==> config.mk <==
export PLATFORM = sky130hd
export DESIGN_NAME = seq_divider
export DESIGN_NICKNAME = d
export VERILOG_FILES = /design/src/rtl/seq_divider_pkg.sv /design/src/rtl/seq_divider_trial_sub.sv /design/src/rtl/seq_divider.sv
export SDC_FILE = /design/constraint.sdc
export NUM_CORES = 1
export LEC_CHECK = 0
export CAP_MARGIN = 40
export CORE_MARGIN = 2
export CORE_UTILIZATION = 35
export CTS_CLUSTER_DIAMETER = 30
export CTS_CLUSTER_SIZE = 30
export DETAILED_ROUTE_END_ITERATION = 10
export GPL_ROUTABILITY_DRIVEN = 0
export GPL_TIMING_DRIVEN = 1
export SKIP_CTS_REPAIR_TIMING = 1
export SYNTH_ARGS = -nofsm -noshare
export SYNTH_HDL_FRONTEND = slang
export SYNTH_SLANG_ARGS = --single-unit
==> constraint.sdc <==
create_clock -name clk -period 2.7 [get_ports clk]
set_input_delay 0.405 -clock clk [delete_from_list [all_inputs] [get_ports clk]]
set_output_delay 0.405 -clock clk [all_outputs]
set_load 0.02 [all_outputs]
==> src/rtl/seq_divider_pkg.sv <==
// Shared definitions for the iterative restoring divider: state encoding
// and the iteration-counter width helper.
package seq_divider_pkg;

   localparam logic [1:0] ST_IDLE = 2'd0;
   localparam logic [1:0] ST_CALC = 2'd1;
   localparam logic [1:0] ST_DONE = 2'd2;

   typedef enum logic [1:0] {
      IDLE = ST_IDLE,
      CALC = ST_CALC,
      DONE = ST_DONE
   } state_e;

   function automatic int clog2(input int value);
      int bits;
      int v;
      bits = 0;
      v = value - 1;
      while (v > 0) begin
         bits = bits + 1;
         v = v >> 1;
      end
      if (bits < 1) bits = 1;
      return bits;
   endfunction

endpackage

==> src/rtl/seq_divider_trial_sub.sv <==
// Trial subtraction for one restoring-division step: minuend - subtrahend,
// computed as a WIDTH+1-bit ripple add of the inverted subtrahend with carry-in 1.
module trial_sub #(
   parameter int WIDTH = 4
) (
   input  logic [WIDTH-1:0] minuend,
   input  logic [WIDTH-1:0] subtrahend,
   output logic [WIDTH-1:0] diff,
   output logic             borrow
);

   logic [WIDTH:0]   carry;
   logic [WIDTH-1:0] sub_n;

   assign carry[0] = 1'b1;
   assign sub_n    = ~subtrahend;

   genvar i;
   generate
      for (i = 0; i < WIDTH; i++) begin : g_fa
         assign diff[i]      = minuend[i] ^ sub_n[i] ^ carry[i];
         assign carry[i+1]   = (minuend[i] & sub_n[i]) | (carry[i] & (minuend[i] ^ sub_n[i]));
      end
   endgenerate

   // The extended top bit is 0 + 1 + carry, so its sum bit (the borrow) is ~carry.
   assign borrow = ~carry[WIDTH];

endmodule

==> src/rtl/seq_divider.sv <==
// Iterative unsigned restoring divider: one shift-and-trial-subtract per clock,
// start/busy/done handshake, registered results held until the next start.
//
// state | meaning
// IDLE  | waiting for start; results from the last division held
// CALC  | one quotient bit resolved per clock, WIDTH clocks total
// DONE  | done strobe for one cycle, then back to IDLE
module seq_divider
   import seq_divider_pkg::*;
#(
   parameter int WIDTH = 4
) (
   input  logic             clk,
   input  logic             rst,
   input  logic             start,
   input  logic [WIDTH-1:0] dividend,
   input  logic [WIDTH-1:0] divisor,
   output logic             busy,
   output logic             done,
   output logic [WIDTH-1:0] quotient,
   output logic [WIDTH-1:0] remainder,
   output logic             div_by_zero
);

   localparam int               CNT_W    = clog2(WIDTH);
   localparam logic [CNT_W-1:0] CNT_LAST = CNT_W'(WIDTH - 1);

   state_e           state_q, state_d;
   logic [WIDTH-1:0] rem_q, rem_d;
   logic [WIDTH-1:0] quo_q, quo_d;
   logic [WIDTH-1:0] dvs_q, dvs_d;
   logic [CNT_W-1:0] cnt_q, cnt_d;
   logic             busy_q, busy_d;
   logic             done_q, done_d;
   logic             dbz_q, dbz_d;
   logic [WIDTH-1:0] quotient_q, quotient_d;
   logic [WIDTH-1:0] remainder_q, remainder_d;

   logic [2*WIDTH-1:0] shifted;
   logic [WIDTH-1:0]   r_sh;
   logic [WIDTH-1:0]   q_sh;
   logic [WIDTH-1:0]   trial_diff;
   logic               trial_borrow;
   logic [WIDTH-1:0]   rem_step;
   logic [WIDTH-1:0]   quo_step;

   // The partial remainder never needs more than WIDTH bits after the shift,
   // since it is bounded by both the divisor and the consumed dividend bits.
   assign shifted = {rem_q, quo_q} << 1;
   assign r_sh    = shifted[2*WIDTH-1:WIDTH];
   assign q_sh    = shifted[WIDTH-1:0];

   trial_sub #(.WIDTH(WIDTH)) u_trial_sub (
      .minuend    (r_sh),
      .subtrahend (dvs_q),
      .diff       (trial_diff),
      .borrow     (trial_borrow)
   );

   assign rem_step = trial_borrow ? r_sh : trial_diff;
   assign quo_step = {q_sh[WIDTH-1:1], ~trial_borrow};

   always_comb begin
      state_d     = state_q;
      rem_d       = rem_q;
      quo_d       = quo_q;
      dvs_d       = dvs_q;
      cnt_d       = cnt_q;
      busy_d      = busy_q;
      done_d      = 1'b0;
      dbz_d       = 1'b0;
      quotient_d  = quotient_q;
      remainder_d = remainder_q;

      case (state_q)
         IDLE: begin
            if (start) begin
               if (divisor == '0) begin
                  state_d     = DONE;
                  done_d      = 1'b1;
                  dbz_d       = 1'b1;
                  quotient_d  = '1;
                  remainder_d = dividend;
               end else begin
                  state_d = CALC;
                  busy_d  = 1'b1;
                  rem_d   = '0;
                  quo_d   = dividend;
                  dvs_d   = divisor;
                  cnt_d   = '0;
               end
            end
         end
         CALC: begin
            rem_d = rem_step;
            quo_d = quo_step;
            cnt_d = cnt_q + 1'b1;
            if (cnt_q == CNT_LAST) begin
               state_d     = DONE;
               busy_d      = 1'b0;
               done_d      = 1'b1;
               quotient_d  = quo_step;
               remainder_d = rem_step;
            end
         end
         DONE: begin
            state_d = IDLE;
         end
         default: begin
            state_d = IDLE;
            busy_d  = 1'b0;
         end
      endcase
   end

   always_ff @(posedge clk or posedge rst) begin
      if (rst) begin
         state_q     <= IDLE;
         rem_q       <= '0;
         quo_q       <= '0;
         dvs_q       <= '0;
         cnt_q       <= '0;
         busy_q      <= 1'b0;
         done_q      <= 1'b0;
         dbz_q       <= 1'b0;
         quotient_q  <= '0;
         remainder_q <= '0;
      end else begin
         state_q     <= state_d;
         rem_q       <= rem_d;
         quo_q       <= quo_d;
         dvs_q       <= dvs_d;
         cnt_q       <= cnt_d;
         busy_q      <= busy_d;
         done_q      <= done_d;
         dbz_q       <= dbz_d;
         quotient_q  <= quotient_d;
         remainder_q <= remainder_d;
      end
   end

   assign busy        = busy_q;
   assign done        = done_q;
   assign div_by_zero = dbz_q;
   assign quotient    = quotient_q;
   assign remainder   = remainder_q;

endmodule

==> reports/metrics.csv, run 1 <==
stage,metric,value,unit
logic_synthesis,ys_async_sr_fraction,100.0,%
logic_synthesis,synth_ff_type,dfrtp_1,
placement,place_inst,194,
floorplan,die_height,66.60,microns
timing,finalCriticalPeriod,2476,ps
floorplan,row_count,22,
placement,dp_hpwl,2.115,mm
logic_synthesis,yosysTopAreaCell,dfrtp_1,
cells_and_area,final_util,44.78,%
floorplan,initial_core_util,36.90,%
drt,wl_per_cell,14.11,microns
timing,max_freq,403.8,MHz
cells_and_area,nets,167,
logic_synthesis,postSynthAreaPerCell,10.55,sq um
floorplan,ios,22,
drt,wl,2.794,mm
global_routing,grt_antenna_before_repair,0,
global_routing,grt_max_degree,27,
floorplan,die_w,66.60,microns
timing,hold_viol,0,
drt,dr.pass1.iters,5,
outcome,outcome,"finished, final reports clean",
drt,via_count,975,
timing,layout_setup_ws,223.7,ps
global_routing,grt_pass1_wl,4.754,mm
timing,setup_viol,0,
critical_path,reg2reg_slack,220,ps
clocking,clk_latency,270,ps
logic_synthesis,postSynthCellCount,130,
clocking,cts_htree_levels,1,
cells_and_area,syn_to_final_growth,21.35,%
timing,clock_skew,8.208,ps
cells_and_area,fin_cells,198,
critical_path,critPathCaptureType,flip-flop,
drt,ant_nets,0,
critical_path,path_class,reg -> reg,
drt,via_per_inst,4.924,
critical_path,critPathRequiredTime,2860,ps
timing,period_share,91.71,%
clocking,cts_buffers,3,
worst_hold_path,min_path_type,in -> async,
clocking,cts.sinks,26,
drt,drt_iter0_drc,63,
floorplan,coreArea,3716,sq um
logic_synthesis,synth_warnings,0,
timing,relSlewSlack,67.54,%
placement,port_buffers,21,
global_routing,grt_pass1_vias,996,
logic_synthesis,syn-num-nets,146,
critical_path,cp_max_fo,3,
global_routing,grtUsageTotal,14.30,%
floorplan,die_area,4435,sq um
drt,route.detailed.drc,0,
cells_and_area,drive_gt1_share,13.33,%
clocking,cts.root.buffer_cell,clkbuf_8,
cells_and_area,antenna_cells,0,
clocking,clk_pin_slew,90,ps
logic_synthesis,synth_area_leaders,"dfrtp_1 (47%), mux2_4 (6.6%), fa_1 (4.4%)",
logic_synthesis,synth_edf_count,0,
logic_synthesis,synth.top_cell.area_share,47.45,%
logic_synthesis,synth-seq-cells,26,
power,power_density,1184,nW/um^2
logic_synthesis,synth_area,1371,sq um
clocking,cts_buffer_depth,2,
power,power_leakage,0.7455,nW
logic_synthesis,ys_types,36,
timing,tightest_slew,486.9,ps
global_routing,grt-ovfl-total,0,
cells_and_area,nFillCells,360,
placement,pre_cts_ws,261.2,ps
timing,rsz0062_at_grt,true,
logic_synthesis,synth_common_cells,"dfrtp_1 (26), nor2_1 (15), inv_1 (11), a21oi_1 (8), nand2_1 (8)",
power,peakVddDrop,0.4082,mV
logic_synthesis,synth_seq_area_share,47.45,%
logic_synthesis,synth.most_common_cell,dfrtp_1,
clocking,cts_tree,yes,
timing,slew_violations,0,
job,maxCapViolations,0,
critical_path,startpoint_type,flip-flop,
critical_path,arrival,2630,ps
-- final cells by class --
| type | instances | area [sq um] | share of cell area, % |
|---|---|---|---|
| Clock buffer | 4 | 55.05 | 3.308 |
| Timing Repair Buffer | 24 | 232.7 | 13.98 |
| Tap cell | 48 | 60.06 | 3.609 |
| Sequential cell | 26 | 650.6 | 39.10 |
| Multi-Input combinational cell | 84 | 620.6 | 37.29 |
| Inverter | 12 | 45.04 | 2.707 |
-- state kept, by name (all words and copies together) (netlist names), 2 cells and up --
name	cells
quotient	4
dvs_q	4
state_q	2
remainder	4
quo_q	4
rem_q	3
cnt_q	2
-- through the flow --
step,hold slack [ps],TNS [ps],power [W],instance area [sq um]
after floorplan,445.0,0,0.001424,1371
after global placement,491.7,0,0.001696,1609
after detailed placement,503.5,0,0.001733,1609
after CTS,510.1,0,0.001983,1664
after global routing,521.5,-4.052,0.002150,1664
final,487.4,0,0.001970,1664
-- where the power goes --
group / switching, W / internal (W) / total [W]
Sequential: 0.000142 / 0.000569 / 0.000711
Combinational: 0.000513 / 0.000493 / 0.00101
Clock: 0.000122 / 0.000130 / 0.000252
-- cells by family (layout without fill, tap and decap cells) --
| kind of cell | count (synthesis) | in the layout | share of synthesized area [%] |
|---|---|---|---|
| adder cells (fa/ha/maj) | 5 | 5 | 6.204 |
| flip-flops | 26 | 26 | 47.44 |
| AND/OR/NAND/NOR | 37 | 37 | 15.15 |
| multiplexers | 10 | 10 | 9.489 |
| buffers and inverters | 20 | 40 | 7.297 |
| AO/OA/AOI/OAI | 32 | 32 | 14.41 |
-- path summary, 6_finish.rpt --
kind                               start      endpoint  cells past startpoint
worst max-delay path            quo_q[3]  remainder[2]                     10
worst min-delay path                 rst      cnt_q[1]                      3
worst max register to register  quo_q[3]  remainder[2]                     10
worst min register to register  cnt_q[0]      cnt_q[0]                      1
max in group asynchronous            rst      dvs_q[2]                      3
min in group clk                cnt_q[0]      cnt_q[0]                      1
-- per-layer routing --
layer	global-route usage [%]	wire, microns
met1	19.14	1322
met2	23.63	1301
met3	2.703	138
met4	3.827	31
met5	0	0
-- placed cells by master (no fill, tap or decap), drive strengths merged --
master | netlist | final
dfrtp | 26 | 26
clkdlybuf4s50 | 0 | 21
nor2 | 15 | 15
inv | 12 | 12
a21oi | 9 | 9
nand2 | 8 | 8
o21ai | 8 | 8
mux2 | 6 | 6
a31oi | 5 | 5
mux2i | 4 | 4
clkbuf | 2 | 4
nand2b | 3 | 3
fa | 3 | 3
buf | 6 | 3
o211ai | 3 | 3
nand3b | 2 | 2
a22oi | 2 | 2
and2b | 2 | 2
a211oi | 2 | 2
o22ai | 2 | 2
ha | 2 | 2
nor4 | 1 | 1
nor3 | 1 | 1
or4 | 1 | 1
and3b | 1 | 1
nor3b | 1 | 1
or3b | 1 | 1
o31ai | 1 | 1
and2 | 1 | 1
-- critical path: stages, from the launching register on --
cell,delay (ps)
dfrtp_1,400
inv_1,60
ha_1,130
inv_1,40
fa_1,370
fa_1,370
inv_1,80
fa_1,250
mux2i_1,280
mux2i_1,110
mux2_4,260
Power figures use the tool's default switching activity.
==> run 2: changes to the inputs <==
--- a/constraint.sdc
+++ b/constraint.sdc
@@ -3,2 +3,2 @@
 set_output_delay 0.405 -clock clk [all_outputs]
-set_load 0.02 [all_outputs]
+set_load 0.01 [all_outputs]
==> results of run 2 <==
Same layout as run 1 (identical final DEF). Status: finished, final reports clean.
Main changes from that run: total power 0.001970 W -> 0.001917 W; worst IR drop on VDD 0.4082 mV -> 0.4067 mV
